==> src/rtl/hazard_scoreboard.sv <==
// ---------------------------------------------------------------------------
// hazard_scoreboard
//
// Producer-side companion to the stage-3 operand forwarding logic. It tracks
// destination registers whose results cannot be forwarded yet:
//   - a load that is still in flight, and
//   - an outstanding multi-cycle MUL/DIV result.
// While such a result is pending, a dependent instruction in decode is held
// (STALL freezes PC and IF/ID) and a bubble is pushed into ID/EX (BUBBLE).
//
// Ports:
//   CLK               pipeline clock, rising edge
//   RESET             synchronous, active-high reset
//   ISSUE_VALID       decode presents a valid instruction this cycle
//   ISSUE_RS1/RS2     source register addresses
//   ISSUE_USES_RS1/2  instruction actually reads RS1/RS2
//   ISSUE_RD          destination register address
//   ISSUE_REGWRITE_EN instruction writes RD
//   ISSUE_IS_LOAD     instruction is a load
//   ISSUE_IS_MULDIV   instruction is a multi-cycle MUL/DIV
//   MULDIV_DONE       one-cycle pulse: MUL/DIV result valid this cycle
//   STALL             hold PC and IF/ID
//   BUBBLE            force NOP into ID/EX (same as STALL)
//   MULDIV_BUSY       MUL/DIV tracker is waiting for a result
//   STALL_COUNT       saturating count of stall cycles
//
// Optional feature macro: HAZARD_SCOREBOARD_STATS_EN
//   defined   -> STALL_COUNT is a saturating stall-cycle counter
//   undefined -> no counter is built, STALL_COUNT reads 0
// ---------------------------------------------------------------------------
module hazard_scoreboard #(
    parameter int ADDR_W   = 5,
    parameter int LOAD_LAT = 1,
    parameter int STAT_W   = 16
) (
    input  logic              CLK,
    input  logic              RESET,
    input  logic              ISSUE_VALID,
    input  logic [ADDR_W-1:0] ISSUE_RS1,
    input  logic [ADDR_W-1:0] ISSUE_RS2,
    input  logic              ISSUE_USES_RS1,
    input  logic              ISSUE_USES_RS2,
    input  logic [ADDR_W-1:0] ISSUE_RD,
    input  logic              ISSUE_REGWRITE_EN,
    input  logic              ISSUE_IS_LOAD,
    input  logic              ISSUE_IS_MULDIV,
    input  logic              MULDIV_DONE,
    output logic              STALL,
    output logic              BUBBLE,
    output logic              MULDIV_BUSY,
    output logic [STAT_W-1:0] STALL_COUNT
);

    // Load latency is at most 3, so a 2-bit down-counter is enough.
    localparam int CNT_W = 2;

    typedef enum logic {
        MD_IDLE = 1'b0,
        MD_BUSY = 1'b1
    } md_state_t;

    // Load-pending table
    logic [LOAD_LAT-1:0] ld_valid;
    logic [ADDR_W-1:0]   ld_rd  [LOAD_LAT];
    logic [CNT_W-1:0]    ld_cnt [LOAD_LAT];
    logic [LOAD_LAT-1:0] alloc_sel;
    logic                alloc_req;
    logic                load_hit;

    // MUL/DIV tracker
    md_state_t         md_state;
    md_state_t         md_state_next;
    logic [ADDR_W-1:0] md_rd;
    logic [ADDR_W-1:0] md_rd_next;
    logic [ADDR_W-1:0] md_dest;
    logic              md_pending;
    logic              md_hit;
    logic              struct_hit;

    logic stall_int;
    logic accept;

    // Compare the issuing sources against every live load entry. Entries are
    // never allocated for x0, so a source of x0 can never hit here.
    always_comb begin
        load_hit = 1'b0;
        for (int i = 0; i < LOAD_LAT; i++) begin
            if (ld_valid[i]) begin
                if (ISSUE_USES_RS1 && (ISSUE_RS1 == ld_rd[i])) load_hit = 1'b1;
                if (ISSUE_USES_RS2 && (ISSUE_RS2 == ld_rd[i])) load_hit = 1'b1;
            end
        end
    end

    // A MUL/DIV result arriving this very cycle is picked up by the stage-4
    // forward path, so the same-cycle DONE pulse lifts both the data and the
    // structural hazard. A latched rd of 0 means "no destination".
    always_comb begin
        md_pending = (md_state == MD_BUSY) && !MULDIV_DONE;
        md_hit     = 1'b0;
        if (md_pending && (md_rd != '0)) begin
            if (ISSUE_USES_RS1 && (ISSUE_RS1 == md_rd))   md_hit = 1'b1;
            if (ISSUE_USES_RS2 && (ISSUE_RS2 == md_rd))   md_hit = 1'b1;
            if (ISSUE_REGWRITE_EN && (ISSUE_RD == md_rd)) md_hit = 1'b1;
        end
        struct_hit = md_pending && ISSUE_IS_MULDIV;
    end

    // Reset masks the stall so a reset cycle never counts or holds the pipe.
    assign stall_int = ISSUE_VALID && !RESET && (load_hit || md_hit || struct_hit);
    assign accept    = ISSUE_VALID && !stall_int;
    assign STALL     = stall_int;
    assign BUBBLE    = stall_int;

    assign alloc_req = accept && ISSUE_IS_LOAD && ISSUE_REGWRITE_EN && (ISSUE_RD != '0);

    // Pick the lowest free slot. A slot whose counter is 1 expires on this
    // edge and can be reused, so LOAD_LAT slots always suffice for one load
    // per cycle.
    always_comb begin
        logic taken;
        alloc_sel = '0;
        taken     = 1'b0;
        for (int i = 0; i < LOAD_LAT; i++) begin
            if (!taken && (!ld_valid[i] || (ld_cnt[i] == CNT_W'(1)))) begin
                alloc_sel[i] = 1'b1;
                taken        = 1'b1;
            end
        end
    end

    // Load table update: allocate, or count down and retire at zero.
    always_ff @(posedge CLK) begin
        if (RESET) begin
            ld_valid <= '0;
            for (int i = 0; i < LOAD_LAT; i++) begin
                ld_rd[i]  <= '0;
                ld_cnt[i] <= '0;
            end
        end else begin
            for (int i = 0; i < LOAD_LAT; i++) begin
                if (alloc_req && alloc_sel[i]) begin
                    ld_valid[i] <= 1'b1;
                    ld_rd[i]    <= ISSUE_RD;
                    ld_cnt[i]   <= CNT_W'(LOAD_LAT);
                end else if (ld_valid[i]) begin
                    ld_cnt[i] <= ld_cnt[i] - CNT_W'(1);
                    if (ld_cnt[i] == CNT_W'(1)) begin
                        ld_valid[i] <= 1'b0;
                    end
                end
            end
        end
    end

    // An instruction that does not write back leaves nothing to wait on.
    assign md_dest = ISSUE_REGWRITE_EN ? ISSUE_RD : '0;

    // MUL/DIV tracker state register.
    always_ff @(posedge CLK) begin
        if (RESET) begin
            md_state <= MD_IDLE;
            md_rd    <= '0;
        end else begin
            md_state <= md_state_next;
            md_rd    <= md_rd_next;
        end
    end

    // MUL/DIV next state. In BUSY, a new MUL/DIV can only be accepted in the
    // DONE cycle (otherwise the structural stall blocks it); the tracker then
    // stays BUSY and follows the new destination.
    always_comb begin
        md_state_next = md_state;
        md_rd_next    = md_rd;
        MULDIV_BUSY   = 1'b0;
        case (md_state)
            MD_IDLE: begin
                if (accept && ISSUE_IS_MULDIV) begin
                    md_state_next = MD_BUSY;
                    md_rd_next    = md_dest;
                end
            end
            MD_BUSY: begin
                MULDIV_BUSY = 1'b1;
                if (accept && ISSUE_IS_MULDIV) begin
                    md_state_next = MD_BUSY;
                    md_rd_next    = md_dest;
                end else if (MULDIV_DONE) begin
                    md_state_next = MD_IDLE;
                end
            end
            default: begin
                md_state_next = MD_IDLE;
            end
        endcase
    end

`ifdef HAZARD_SCOREBOARD_STATS_EN
    logic [STAT_W-1:0] stall_cnt;

    // Saturating stall-cycle counter.
    always_ff @(posedge CLK) begin
        if (RESET) begin
            stall_cnt <= '0;
        end else if (stall_int && (stall_cnt != '1)) begin
            stall_cnt <= stall_cnt + STAT_W'(1);
        end
    end

    assign STALL_COUNT = stall_cnt;
`else
    assign STALL_COUNT = '0;
`endif

endmodule

==> config.mk <==
export PLATFORM = sky130hd
export DESIGN_NAME = hazard_scoreboard
export DESIGN_NICKNAME = d
export VERILOG_FILES = /design/src/rtl/hazard_scoreboard.sv
export SDC_FILE = /design/constraint.sdc
export NUM_CORES = 1
export LEC_CHECK = 0
export BUFFER_PORTS_ARGS = -buffer_cell sky130_fd_sc_hd__buf_2
export CAP_MARGIN = 40
export CORE_MARGIN = 2
export CORE_UTILIZATION = 23
export DETAILED_ROUTE_END_ITERATION = 16
export HOLD_SLACK_MARGIN = 0.15
export PLACE_DENSITY_LB_ADDON = 0.15
export SLEW_MARGIN = 10
export SYNTH_ARGS = -nofsm -noshare
export SYNTH_HDL_FRONTEND = slang
export SYNTH_SLANG_ARGS = --single-unit
==> constraint.sdc <==
create_clock -name CLK -period 2 [get_ports CLK]
set_clock_uncertainty 0.15 [all_clocks]
set_input_delay 0.3 -clock CLK [delete_from_list [all_inputs] [get_ports CLK]]
set_output_delay 0.3 -clock CLK [all_outputs]
set_load 0.02 [all_outputs]
* Word-level counts from Yosys, hierarchy flattened *
Memory sizes are Yosys's and may differ from the RTL's.
Cells that the tools add are included.

storage, ports and cells
  register bits = 7
  latch bits = 0
  RAM bits = 7
  bits in read-only memories = 0
  input port bits = 24
  output and inout port bits = 19
  word-level logic and storage cells = 74
  memories = 2

operators by class
  $add $sub $neg = 1
  $mul = 0
  div/mod/pow operators = 0
  magnitude comparators = 0
  equal/unequal tests = 6
  shift operators = 0
  muxes and demuxes = 33
  bitwise logic cells = 1
  reductions and logical operators = 28

memories
  memory  depth  width  read ports  clocked after Yosys merged registers in  write ports  RTL line  text
  ld_rd   1      5      1           0                                        1            64        logic [ADDR_W-1:0] ld_rd [LOAD_LAT];
  ld_cnt  1      2      1           0                                        1            65        logic [CNT_W-1:0] ld_cnt [LOAD_LAT];

operator list
  kind                                                                 number
  1-bit two-way mux                                                    27
  5-bit == test                                                        5
  1-bit logical AND                                                    16
  5-bit two-way mux                                                    3
  5-bit nonzero test                                                   2
  5-bit OR reduction                                                   1
  1-bit zero test                                                      4
  2-bit two-way mux                                                    2
  2-bit OR reduction                                                   2
  1-bit logical OR                                                     3
  2-bit by 1-bit == test with 1-bit output (second input constant)     1
  1-bit one-hot mux with 2 select lines                                1
  2-bit by 1-bit subtractor with 2-bit output (second input constant)  1
  1-bit NOT                                                            1

* Depth between registers and ports, before layout *
  word-level depth = 21
  gate-level depth with buffers = 7
  depth with buffers taken out = 6

* Worst setup path after synthesis *
Ideal clock, no wire load.

  kind = register to output
  from = register md_rd[0]
  to = output STALL
  arrival time = 1797 ps
  required time = 1550 ps
  path slack = -247 ps
  cell stages (with the launch flop) = 8
  buffers on the path = 1
  path through = dfxtp_1 -> xor2_1 -> nor4_1 -> and3_1 -> or4_4 -> nand2_1 -> a21oi_1 -> buf_4

between the ends
  word-level cells in the longest chain between the ends = 9
  elaborated cells on any way between the ends = 15
  classes of those cells = eq/ne (3); mux (4); reduce/logical (8)

ends and longest elaborated chain
  what                             RTL line  text
  from (decl)                      73        logic [ADDR_W-1:0] md_rd;
  from (signal assigned)           166       md_rd <= md_rd_next;
  5-bit == test                    102       if (ISSUE_USES_RS1 && (ISSUE_RS1 == md_rd)) md_hit = 1'b1;
  1-bit logical AND                102
  1-bit two-way mux                102
  1-bit two-way mux                103       if (ISSUE_USES_RS2 && (ISSUE_RS2 == md_rd)) md_hit = 1'b1;
  1-bit two-way mux                104       if (ISSUE_REGWRITE_EN && (ISSUE_RD == md_rd)) md_hit = 1'b1;
  1-bit two-way mux *              101       if (md_pending && (md_rd != '0)) begin
  1-bit logical OR * (2 in a row)  110       assign stall_int = ISSUE_VALID && !RESET && (load_hit || md_hit || struct_hit);
  1-bit logical AND *              110
  to (decl)                        48        output logic STALL,

Mark *: on every way between the ends. The rest lies on a longest branch, timed or not.

* Worst setup path in the final report *
  from = register md_rd[1]
  to = output STALL

Same word-level chain as after synthesis.

==> flow_summary.yaml <==
outcome:
  status: "finished, violations left"
  violations: "negative setup slack"
floorplan:
  row_count: 25
  fp.coreArea_mm2: 0.004692
  die_w_um: 73.35
  start_util: 0.2357
  dieArea_mm2: 0.005379
  io_pins: 43
  dieHeight_um: 73.35
clocking:
  cts.sinks: 14
  cts_buffers: 3
  cts_buffer_depth: 2
  path_clk_slew_ns: 0.06
  cts_root_buffer: "clkbuf_8"
  h-tree-depth: 1
  cts_hold_buf: 0
  insertion_delay_ns: 0.24
  cts_tree: "built"
placed_design:
  gp_congestion: 0.8134
  detailed_place_hpwl_um: 2369
  place_area_mm2: 0.001414
  port_buffers: 26
logic_synthesis:
  postSynth.asyncResetShare: 0
  synth_edf_count: 7
  ys.flop_type: "edfxtp_1"
  synthCells: 120
  synth.most_common_cell: "xor2_1"
  synth_top_area_cell: "edfxtp_1"
  syn-cell-area_mm2: 0.001106
  ys_seq_area_frac: 0.3167
  ys_warn_count: 0
  yosysUniqueCellTypes: 30
  syn_avg_cell_area_um2: 9.217
  yosys-top-cells-count: "xor2_1 (20), buf_4 (17), a21oi_1 (7), dfxtp_1 (7), edfxtp_1 (7)"
  synth_seq_cells: 14
  synth_area_leaders: "edfxtp_1 (19%), xor2_1 (16%), dfxtp_1 (13%)"
  netlist.area_leader.share: 0.1900
finish:
  design_area_mm2: 0.001705
  nets: 199
  post-route-util: 0.3635
  antenna_cells: 0
  area_delta_synth_final_pct: 54.19
  drive_above_1_share: 0.5145
global_routing:
  overflow: 0
  grt.total_usage: 0.1167
  grt_pass1_vias: 1026
  grt_pass1_wl_um: 4747
  grt_max_degree: 12
  antenna_found_initial: 0
sta:
  period_needed_ns: 2.295
  fin_crit_sh: 1.147
  final.setup.worst_slack_ns: -0.2949
  grt_setup_unrepaired: "yes"
  hold_viol: 0
  fmax_mhz: 435.8
  final_max_slew_viol_count: 0
  setup_viol: 21
worst_setup_path:
  worstSetupPathType: "reg2out"
  cp_cell_sequence: "xor2_2 -> nor4_2 -> and3_1 -> or4_4 -> nand2_4 -> a21oi_4 -> buf_6"
  worstPathArrival_ns: 1.84
  crit_fanout: 4
  critPathLaunchType: "register"
  rr_worst_depth: 7
  critical-path-slowest-cell: "or4_4"
  rr_endpoint: "ld_rd[0][0]"
  r2r-start: "md_rd[1]"
  cp.required_ns: 1.55
  critPathMaxStageDelay_ns: 0.54
  r2r_slack_ns: -0.21
  end_kind: "primary output"
routing:
  wl_um: 2956
  num_vias: 960
  wire_per_inst_um: 13.02
  postRouteAntennaNets: 0
  drcViolationCount: 0
  dr.first_iter.drc_count: 12
  viasPerCell: 4.229
  firstDrtPassIters: 4
min_path:
  hold-path-cell-count: 4
  min_to: "md_state"
  hold_class: "in2reg"
  hp-start: "MULDIV_DONE"
flow_run:
  cap_violations: 0
pwr:
  p_leak_nw: 0.7661
  irDropWorstVdd_mv: 0.2267
  cellPowerDensity_mw_per_mm2: 484.6
layer usage:
layer	wire length, um	GRT usage	vias to the layer above
met5	0	0	-
met3	122	0.01920	2
met4	26	0.04242	0
li1	-	-	491
met2	1491	0.1962	26
met1	1315	0.1502	441
power breakdown:
part,total (mW),internal [mW],switching [mW]
Clock,0.273,0.174,0.0987
Sequential,0.326,0.312,0.0133
Combinational,0.228,0.105,0.123
Total,0.826,0.591,0.235
layout make-up:
class,count,area (um2)
clock buffer,4,55.05
multi-input combinational,98,834.6
inverter,4,15.01
sequential,14,369.1
fill,495,2987
tap,54,67.56
timing repair buffer,53,364.1
worst max-delay path, delay by kind of cell (launching register included):
kind,cells,cell delay (ns)
XOR/XNOR,1,0.18
buffers and inverters,1,0.14
AO/OA/AOI/OAI,1,0.06
flip-flops,1,0.37
AND/OR/NAND/NOR,4,0.85
state kept, by name (all words and copies together), names as in the netlist:
register	count
ld_rd	5
md_state	1
ld_valid	1
md_rd	5
ld_cnt	2
logic make-up (layout without fill, tap and decap cells):
| group | after synthesis | after routing | synth area share |
|---|---|---|---|
| simple gates | 40 | 40 | 0.2115 |
| buf+inv | 23 | 61 | 0.1369 |
| fa+ha+maj | 1 | 1 | 0.01131 |
| flops | 14 | 14 | 0.3167 |
| other cells | 1 | 16 | 0.003390 |
| xor+xnor | 25 | 25 | 0.1980 |
| compound gates | 16 | 16 | 0.1222 |
metrics by stage:
stage | setup TNS (ns) | power [mW] | setup WS (ns) | hold WS [ns] | std cells
after floorplan | -0.3455 | 0.4619 | -0.05742 | 0.2944 | 135
after global routing | -5.401 | 0.8661 | -0.3555 | 0.2311 | 227
final | -3.654 | 0.8264 | -0.2949 | 0.2063 | 227
after CTS | -4.590 | 0.8225 | -0.3194 | 0.2008 | 229
after global placement | -4.543 | 0.5214 | -0.3622 | 0.3746 | 218
after detailed placement | -4.645 | 0.5219 | -0.3584 | 0.3728 | 218
timing repair:
| item | 4_1_cts | 5_1_grt |
|---|---|---|
| gates resized for setup | 26 | 14 |
| buffers inserted | 6 | 0 |
| pin swaps | 12 | 15 |
| hold endpoints to repair | 0 | 0 |
| cloned | 1 | 0 |
| endpoints found under the setup margin | 23 | 23 |
worst max path at each step:
| stage | from | end | slack, ns | depth (start not counted) |
|---|---|---|---|---|
| after floorplan | md_rd[0] | ld_rd[0][0] | -0.06 | 6 |
| after global placement | ld_rd[0][4] | md_rd[0] | -0.36 | 9 |
| after detailed placement | ld_rd[0][4] | md_rd[0] | -0.36 | 9 |
| after CTS | md_rd[4] | STALL | -0.32 | 7 |
| after global routing | md_rd[4] | STALL | -0.36 | 7 |
| final | md_rd[1] | STALL | -0.29 | 7 |
layout by cell type, fill, tap and decap left out, drive strengths merged, types with 4 or more instances in the layout:
cell	instances
a21oi	7
and2	5
and3	6
buf	53
clkbuf	4
conb	16
dfxtp	7
edfxtp	7
inv	4
nand3	6
nor2	4
nor4	6
xnor2	5
xor2	20
(Power assumes the default switching activity.)
